`src/rtl/vga_sink_monitor.sv`:
```
// vga_sink_monitor: passive checker for a VGA pixel stream.
// Samples hs/vs and 12-bit RGB on pix_en cycles and measures line and frame
// timing against the configured mode. It reports lock, sticky timing errors
// and a per-frame checksum of the active-area pixels.
//
// Ports:
//   clk, rstn          clock, asynchronous active-low reset
//   pix_en             pixel-rate enable; nothing advances without it
//   hs, vs             sync inputs, asserted level given by SYNC_POL
//   r, g, b            4-bit colour components
//   clr_err            clears err_h/err_v (a coincident new error wins)
//   locked             timing matched for a full frame
//   err_h, err_v       sticky line / frame timing errors
//   frame_done         one-clk pulse at the end of each measured frame
//   checksum           24-bit active-pixel sum of the last measured frame
//   frame_cnt          number of frame_done pulses, wraps
module vga_sink_monitor #(
  parameter int unsigned H_TOTAL  = 800,
  parameter int unsigned H_SYNC   = 96,
  parameter int unsigned H_BP     = 48,
  parameter int unsigned H_ACTIVE = 640,
  parameter int unsigned V_TOTAL  = 525,
  parameter int unsigned V_SYNC   = 2,
  parameter int unsigned V_BP     = 33,
  parameter int unsigned V_ACTIVE = 480,
  parameter int unsigned SYNC_POL = 0
) (
  input  logic        clk,
  input  logic        rstn,
  input  logic        pix_en,
  input  logic        hs,
  input  logic        vs,
  input  logic [3:0]  r,
  input  logic [3:0]  g,
  input  logic [3:0]  b,
  input  logic        clr_err,
  output logic        locked,
  output logic        err_h,
  output logic        err_v,
  output logic        frame_done,
  output logic [23:0] checksum,
  output logic [15:0] frame_cnt
);

  localparam int unsigned HW = 12;
  localparam int unsigned VW = 11;
  localparam int unsigned AW = 24;
  localparam int unsigned CW = 16;

  localparam logic [HW-1:0] H_LAST      = HW'(H_TOTAL - 1);
  localparam logic [HW-1:0] H_SYNC_LAST = HW'(H_SYNC - 1);
  localparam logic [HW-1:0] H_ACT_LO    = HW'(H_SYNC + H_BP);
  localparam logic [HW-1:0] H_ACT_HI    = HW'(H_SYNC + H_BP + H_ACTIVE - 1);
  localparam logic [HW-1:0] H_MAX       = {HW{1'b1}};
  localparam logic [VW-1:0] V_LAST      = VW'(V_TOTAL - 1);
  localparam logic [VW-1:0] V_ACT_LO    = VW'(V_BP + V_SYNC);
  localparam logic [VW-1:0] V_ACT_HI    = VW'(V_BP + V_SYNC + V_ACTIVE - 1);
  localparam logic [VW-1:0] V_MAX       = {VW{1'b1}};
  localparam logic          SYNC_LVL    = 1'(SYNC_POL);

  localparam logic [1:0] ST_SEARCH  = 2'd0;
  localparam logic [1:0] ST_MEASURE = 2'd1;
  localparam logic [1:0] ST_LOCKED  = 2'd2;

  logic [1:0]    state;
  logic [1:0]    state_nxt;
  logic          hs_d;
  logic          vs_d;
  logic [HW-1:0] h_cnt;
  logic [VW-1:0] v_cnt;
  logic [AW-1:0] acc;
  logic          frame_bad;

  logic [HW-1:0] h_cnt_nxt;
  logic [VW-1:0] v_cnt_nxt;
  logic [AW-1:0] acc_nxt;
  logic          frame_bad_nxt;
  logic          err_h_nxt;
  logic          err_v_nxt;
  logic          locked_nxt;
  logic          frame_done_nxt;
  logic [AW-1:0] checksum_nxt;
  logic [CW-1:0] frame_cnt_nxt;

  // Sync edge detection, qualified by pix_en so every event is a pixel event.
  logic hs_a;
  logic vs_a;
  logic hs_rise;
  logic hs_fall;
  logic vs_rise;
  logic measuring;
  logic h_err_ev;
  logic v_err_ev;
  logic pix_active;

  assign hs_a    = (hs == SYNC_LVL);
  assign vs_a    = (vs == SYNC_LVL);
  assign hs_rise = pix_en & hs_a & ~hs_d;
  assign hs_fall = pix_en & ~hs_a & hs_d;
  assign vs_rise = pix_en & vs_a & ~vs_d;

  assign measuring = (state == ST_MEASURE) || (state == ST_LOCKED);

  // Timing checks compare the count reached just before the edge.
  assign h_err_ev = measuring &
                    ((hs_rise & (h_cnt != H_LAST)) |
                     (hs_fall & (h_cnt != H_SYNC_LAST)));
  assign v_err_ev = measuring & vs_rise & (v_cnt != V_LAST);

  // Active window uses pre-update counts; the vs rise pixel starts a new sum.
  assign pix_active = pix_en & ~vs_rise &
                      (h_cnt >= H_ACT_LO) && (h_cnt <= H_ACT_HI) &&
                      (v_cnt >= V_ACT_LO) && (v_cnt <= V_ACT_HI);

  // Counter and accumulator next values.
  always_comb begin
    h_cnt_nxt = h_cnt;
    v_cnt_nxt = v_cnt;
    acc_nxt   = acc;
    if (pix_en) begin
      if (hs_rise) begin
        h_cnt_nxt = '0;
      end else if (h_cnt != H_MAX) begin
        h_cnt_nxt = h_cnt + HW'(1);
      end

      if (vs_rise) begin
        v_cnt_nxt = '0;
      end else if (hs_rise && (v_cnt != V_MAX)) begin
        v_cnt_nxt = v_cnt + VW'(1);
      end

      if (vs_rise) begin
        acc_nxt = '0;
      end else if (pix_active) begin
        acc_nxt = acc + AW'({r, g, b});
      end
    end
  end

  // Sync, counters and accumulator registers.
  always_ff @(posedge clk or negedge rstn) begin
    if (!rstn) begin
      hs_d  <= 1'b0;
      vs_d  <= 1'b0;
      h_cnt <= '0;
      v_cnt <= '0;
      acc   <= '0;
    end else if (pix_en) begin
      hs_d  <= hs_a;
      vs_d  <= vs_a;
      h_cnt <= h_cnt_nxt;
      v_cnt <= v_cnt_nxt;
      acc   <= acc_nxt;
    end
  end

  // FSM state register.
  always_ff @(posedge clk or negedge rstn) begin
    if (!rstn) begin
      state <= ST_SEARCH;
    end else begin
      state <= state_nxt;
    end
  end

  // Next state, error flags and frame reporting.
  always_comb begin
    state_nxt      = state;
    frame_bad_nxt  = frame_bad;
    err_h_nxt      = err_h;
    err_v_nxt      = err_v;
    checksum_nxt   = checksum;
    frame_cnt_nxt  = frame_cnt;
    frame_done_nxt = 1'b0;

    if (pix_en && clr_err) begin
      err_h_nxt = 1'b0;
      err_v_nxt = 1'b0;
    end
    if (h_err_ev) begin
      err_h_nxt = 1'b1;
    end
    if (v_err_ev) begin
      err_v_nxt = 1'b1;
    end
    if (h_err_ev || v_err_ev) begin
      frame_bad_nxt = 1'b1;
    end

    // An error seen on the closing vs rise still belongs to the ending frame.
    unique case (state)
      ST_SEARCH: begin
        if (vs_rise) begin
          state_nxt     = ST_MEASURE;
          frame_bad_nxt = 1'b0;
        end
      end
      ST_MEASURE: begin
        if (vs_rise) begin
          if (!(frame_bad || h_err_ev || v_err_ev)) begin
            state_nxt = ST_LOCKED;
          end
          frame_bad_nxt = 1'b0;
        end
      end
      ST_LOCKED: begin
        if (h_err_ev || v_err_ev) begin
          state_nxt = ST_MEASURE;
        end
        if (vs_rise) begin
          frame_bad_nxt = 1'b0;
        end
      end
      default: begin
        state_nxt     = ST_SEARCH;
        frame_bad_nxt = 1'b0;
      end
    endcase

    if (measuring && vs_rise) begin
      checksum_nxt   = acc;
      frame_cnt_nxt  = frame_cnt + CW'(1);
      frame_done_nxt = 1'b1;
    end

    locked_nxt = (state_nxt == ST_LOCKED);
  end

  // Output and bookkeeping registers.
  always_ff @(posedge clk or negedge rstn) begin
    if (!rstn) begin
      frame_bad  <= 1'b0;
      err_h      <= 1'b0;
      err_v      <= 1'b0;
      locked     <= 1'b0;
      frame_done <= 1'b0;
      checksum   <= '0;
      frame_cnt  <= '0;
    end else begin
      frame_bad  <= frame_bad_nxt;
      err_h      <= err_h_nxt;
      err_v      <= err_v_nxt;
      locked     <= locked_nxt;
      frame_done <= frame_done_nxt;
      checksum   <= checksum_nxt;
      frame_cnt  <= frame_cnt_nxt;
    end
  end

endmodule

```
`config.mk`:
```
export PLATFORM = sky130hd
export DESIGN_NAME = vga_sink_monitor
export DESIGN_NICKNAME = d
export VERILOG_FILES = /design/src/rtl/vga_sink_monitor.sv
export SDC_FILE = /design/constraint.sdc
export NUM_CORES = 1
export LEC_CHECK = 0
export ABC_AREA = 1
export CAP_MARGIN = 20
export CORE_ASPECT_RATIO = 0.8
export CORE_MARGIN = 5
export CORE_UTILIZATION = 45
export CTS_BUF_LIST = sky130_fd_sc_hd__clkbuf_8
export DETAILED_ROUTE_END_ITERATION = 7
export GPL_TIMING_DRIVEN = 0
export PLACE_DENSITY = 0.75
export SLEW_MARGIN = 25
export SYNTH_ARGS = -nofsm -noshare
export SYNTH_HDL_FRONTEND = slang
export SYNTH_SLANG_ARGS = --single-unit
```
`constraint.sdc`:
```
create_clock -name clk -period 2.5 [get_ports clk]
set_clock_uncertainty 0.1 [all_clocks]
set_input_delay 0.25 -clock clk [delete_from_list [all_inputs] [get_ports clk]]
set_output_delay 0.25 -clock clk [all_outputs]
set_load 0.005 [all_outputs]
```
==> results_dict.tcl <==
set metrics [dict create \
    outcome "complete, no violations" \
    cts_root_buffer "clkbuf_8" \
    post_place_instance_area_mm2 0.006390 \
    crit_arrival_ns 2.52 \
    final_cell_area_mm2 0.006624 \
    crit_path_end_kind "flop" \
    htreeDepth 3 \
    nFillCells 1183 \
    routed_wire_length_per_instance_um 14.17 \
    p_leak_uw 0.003222 \
    setup.reg_to_reg.worst_slack_ns 0.16 \
    via_per_inst 5.254 \
    critical_path.max_fanout 4 \
    report.power.total_uw 4220 \
    dr_total_vias 4949 \
    die_h_um 109.4 \
    startpoint_type "flop" \
    report.final.slew_viol_count 0 \
    detail_route.wirelength_um 13340 \
    maxCapViolCount 0 \
    num_rows 36 \
    worst_skew_pair.late_latency_ns 0.38 \
    gr_met3_demand_resource_pct 4.849 \
    num-nets-final 826 \
    path_class "flop to flop" \
    number_of_different_library_cells_in_the_post_synthesis_netlist 46 \
    synth.cell_area_mm2 0.005560 \
    hold_path.class "input port to async pin" \
    max_freq_mhz 426.5 \
    io-pin-count 62 \
    netlist_instances 711 \
    first_pass_grt_wire_length_um 22510 \
    synth_async_sr_flop_share_pct 100.0 \
    drive_above_1_share_pct 5.823 \
    cts_buffer_depth 2 \
    dr.pass1.iters 6 \
    rsz0062_at_grt "false" \
    initialDrtViolationCount 345 \
    worst_ir_drop_vdd_uv 478.3 \
    grt_antenna_before_repair 0 \
    grt.busiest_layer "met2" \
    ant_nets 0 \
    cts-buffers-inserted 9 \
    cp_data_required_time_ns 2.67 \
    hold_viol 0 \
    antennaDiodeCount 0 \
    synth.yosys.warnings 0 \
    residual_drc_count 0 \
    synthesis.area_per_instance_um2 7.820 \
    synth_seq_area_share_pct 43.20 \
    dominantRegCellSynth "dfrtp_1" \
    tritoncts_clock_tree "done" \
    number_of_enable_type_register_cells_in_the_synthesized_netlist 0 \
    number_of_synthesized_register_bits 96 \
    die_area_mm2 0.01469 \
    total_clock_sinks 96 \
    timing.final.setup_violations 0 \
    timing.rr.start "acc[2]" \
    start_util_pct 45.72 \
    global_route_track_usage_on_met2_pct 28.55 \
    dpl.hpwl_um 10150 \
    worstRegToRegCells 10 \
    port_buffers 61 \
    mostFrequentLayoutCell "nand2_1" \
    mostFrequentLayoutCells "183 x nand2_1, 96 x dfrtp_1, 86 x inv_1, 60 x clkdlybuf4s50_1, 54 x o21ai_0" \
    finalWeightedCongestion 0.9719 \
    worst_setup_hold_path_clk_slew_ns 0.09 \
    pwr_density_cell_mw_per_mm2 637.1 \
    overflow 0 \
    groute.usage.overall_pct 19.20 \
    die-width_um 134.3 \
    flow.area_growth_from_synthesis_pct 19.13 \
    regToRegEndpoint "acc[13]" \
    grt.met1_usage_pct 28.11 \
    grt_pass1_vias 4635 \
    slew-limit-headroom_pct 51.24 \
    tightest_slew_ns 0.7237 \
    synth_nets 752 \
    timing.final.crit_share_pct 93.79 \
    shortest_period_the_worst_path_allows_ns 2.345 \
    largest_net_degree_at_the_start_of_global_routing 53 \
    core_mm2 0.01216 \
]
what timing repair did:
| action | 4_1_cts | 5_1_grt |
|---|---|---|
| hold buffers | 1 | 0 |
| resized for setup | 1 | 1 |
| setup endpoints to repair | 3 | 3 |
| endpoints found under the hold margin | 44 | 0 |
| buffers inserted | 0 | 0 |
cells in the mapped netlist (all sizes together), types with 3 or more instances:
cell / instances / area share (%)
o21ai: 56 / 5.0
o21bai: 4 / 0.54
nor3b: 3 / 0.49
dfrtp: 96 / 43
nand2: 186 / 13
xor2: 16 / 2.5
xnor2: 12 / 1.9
nand4: 21 / 2.4
a21oi: 28 / 2.6
inv: 88 / 5.9
nand3: 53 / 5.0
ha: 22 / 5.0
o22ai: 8 / 0.90
nor3: 25 / 2.3
clkbuf: 5 / 0.34
nor4: 3 / 0.34
buf: 9 / 1.1
nor2: 57 / 4.7
area by class of cell:
| type | instances | area [µm²] | share of cell area (%) |
|---|---|---|---|
| Multi-Input combinational cell | 513 | 2754 | 41.58 |
| Sequential cell | 96 | 2402 | 36.27 |
| Timing Repair Buffer | 63 | 649.4 | 9.804 |
| Inverter | 88 | 330.3 | 4.987 |
| Tap cell | 152 | 190.2 | 2.871 |
| Clock buffer | 10 | 137.6 | 2.078 |
| Clock inverter | 6 | 82.58 | 1.247 |
| Buffer | 14 | 77.57 | 1.171 |
worst max path at each step:
stage | endpoint | slack [ns] | startpoint
floorplan | acc[22] | 0.40 | acc[0]
global placement | checksum[3] | -2.58 | rstn
detailed placement | acc[22] | -0.45 | b[0]
CTS | acc[22] | 0.13 | acc[0]
global route | acc[23] | 0.04 | acc[2]
finish | acc[13] | 0.16 | acc[2]
logic make-up (layout without fill, tap and decap cells):
| kind of cell | Yosys count | count (layout) | synth area share [%] |
|---|---|---|---|
| buffers and inverters | 102 | 181 | 7.336 |
| AO/OA/AOI/OAI | 107 | 107 | 10.82 |
| adder cells (fa/ha/maj) | 23 | 23 | 5.310 |
| AND/OR/NAND/NOR | 355 | 355 | 28.92 |
| XOR/XNOR | 28 | 28 | 4.410 |
| flip-flops | 96 | 96 | 43.20 |
layer usage:
metal	wire [µm]	part of all wire, %	up-vias
met1	6815	51	2320
met5	0	0	-
met4	139	1.0	0
met2	5628	42	138
li1	-	-	2477
met3	762	5.7	14
through the flow:
step / setup slack (ns) / setup TNS, ns / util, % / instances / hold WS (ns)
4_1_cts: 0.1260 / 0 / 54.43 / 942 / 0.2551
3_5_place_dp: -0.4521 / -2.619 / 52.54 / 925 / 0.1044
2_1_floorplan: 0.3996 / 0 / - / 711 / -0.1456
5_1_grt: 0.03894 / 0 / 54.46 / 942 / 0.2849
6_report: 0.1553 / 0 / 54.46 / 942 / 0.2504
3_3_place_gp: -2.578 / -249.16 / 52.30 / 924 / 0.3571
registers in the layout (all words and copies together) (netlist names), 2 cells and up:
name       cells
state          2
h_cnt         12
frame_cnt     16
checksum      24
v_cnt         11
acc           24
critical path: stages (launching register included):
cell	delay, ns
dfrtp_1	0.39
ha_1	0.34
nand2_1	0.09
o21ai_0	0.58
nand3_1	0.14
nand2_1	0.18
nand2_1	0.08
nand2_1	0.10
nand2_1	0.05
o21ai_0	0.14
nor2_1	0.05
report_power, final:
group | internal, µW | total [µW] | switching, µW
combinational | 555 | 1110 | 553
sequential | 1800 | 1980 | 185
clock | 587 | 1130 | 540
Power figures use the tool's default switching activity.
==> patch (config.mk and constraints unchanged) <==
Set the parameter `SYNC_POL` to 1 (it was 0).
--- a/src/rtl/vga_sink_monitor.sv
+++ b/src/rtl/vga_sink_monitor.sv
@@ -24,5 +24,5 @@
   parameter int unsigned V_BP     = 33,
   parameter int unsigned V_ACTIVE = 480,
-  parameter int unsigned SYNC_POL = 0
+  parameter int unsigned SYNC_POL = 1
 ) (
   input  logic        clk,
Behaviour: not the same (Yosys sat finds a counterexample within 4 cycles, from zero or initial values and one cycle with rstn low).
==> patch against the unedited design <==
- worst setup slack improved by 99 ps
- design area decreased by 1.2%
- clock power decreased by 9%
- global-route usage is 0.48 points lower
- routed wire length decreased by 3.2%
- total power up 2.1%
- synthesized area shrank 1.3%
- via count shrank 2.8%
- die area fell by 1.2%
- core utilization decreased by 0.25 points
- critical path type unchanged
- critical endpoint is now acc[16]$_DFFE_PN0P_
- sequential cell count stayed put
==> patch: results (changes against the unedited design) <==
| Metric | Value |
|---|---|
| Met3 wire length | `905 um (+19%)` |
| Filler cell count in the final layout | `1164 (-1.6%)` |
| DIE WIDTH | `133.5 um (-0.61%)` |
| Wire length of the first global-routing pass | `22110 um (-1.7%)` |
| Minimum setup slack after placement | `-501.5 ps (-49.44 ps)` |
| Mean number of vias per cell | `5.155 (-1.9%)` |
| Post-detailed-placement cell area | `0.006317 mm2 (-1.1%)` |
| Total length of routed wires | `12920 um (-3.2%)` |
| Final-stage net count | `817 (-1.1%)` |
| Non-clk invs | `96 (+9.1%)` |
| Number of cells after detailed placement | `916 (-0.97%)` |
| Fraction of layout instances using a drive strength above 1 | `0.06402 (+0.005793)` |
| Final Core Density | `0.5422 (-0.002465)` |
| Power share of the sequential group | `0.482 (+0.012)` |
| Share of the yosys chip area belonging to registers | `0.4378 (+0.005713)` |
| Overall track demand over capacity in global routing | `0.1872 (-0.004789)` |
| Outcome | `complete, no violations` |
| Signal buf overhead | `0.1078 (-0.001928)` |
| Post-synthesis share of cell area spent on full adders, half adders and majority gates | `0.05381 (+0.0007023)` |
| Gate Count Post-Synth | `702 (-1.3%)` |
| First-pass iteration count of the detailed router | `5 (-1)` |
| Largest cells by area after synthesis | `dfrtp_1, nand2_1, inv_1` |
| Family of cells with the greatest summed delay on the critical path | `simple AND/OR/NAND/NOR gates` |
| Maximum resistive drop on vdd | `0.0004538 V (-5.1%)` |
| Wire length the detailed router placed on met1 | `6479 um (-4.9%)` |
-- patch: logic make-up after synthesis --
kind of cell	after synthesis
and+or+nand+nor	341
buffers and inverters	108
AOI/OAI and AO/OA	106
DFF	96
xor gates and xnor gates	28
adders and majority gates	23
-- patch: repair_timing --
| action | CTS | global route |
|---|---|---|
| setup endpoints to repair | 1 | 10 |
| resized for setup | 1 | 7 |
| hold endpoints to repair | 96 | 0 |
| hold buffers | 1 | 0 |
-- patch: worst paths after layout --
kind                       slack [ps]                   endpoint                 startpoint
min                               180    checksum[3]$_DFFE_PN0P_                       rstn
max in group asynchronous        1500   checksum[22]$_DFFE_PN0P_                       rstn
max reg2reg                       250        acc[16]$_DFFE_PN0P_         acc[0]$_DFFE_PN0P_
min reg2reg                       370  frame_cnt[15]$_DFFE_PN0P_  frame_cnt[15]$_DFFE_PN0P_
max                               250        acc[16]$_DFFE_PN0P_         acc[0]$_DFFE_PN0P_
min in group clk                  360           vs_d$_DFFE_PN0P_                         vs
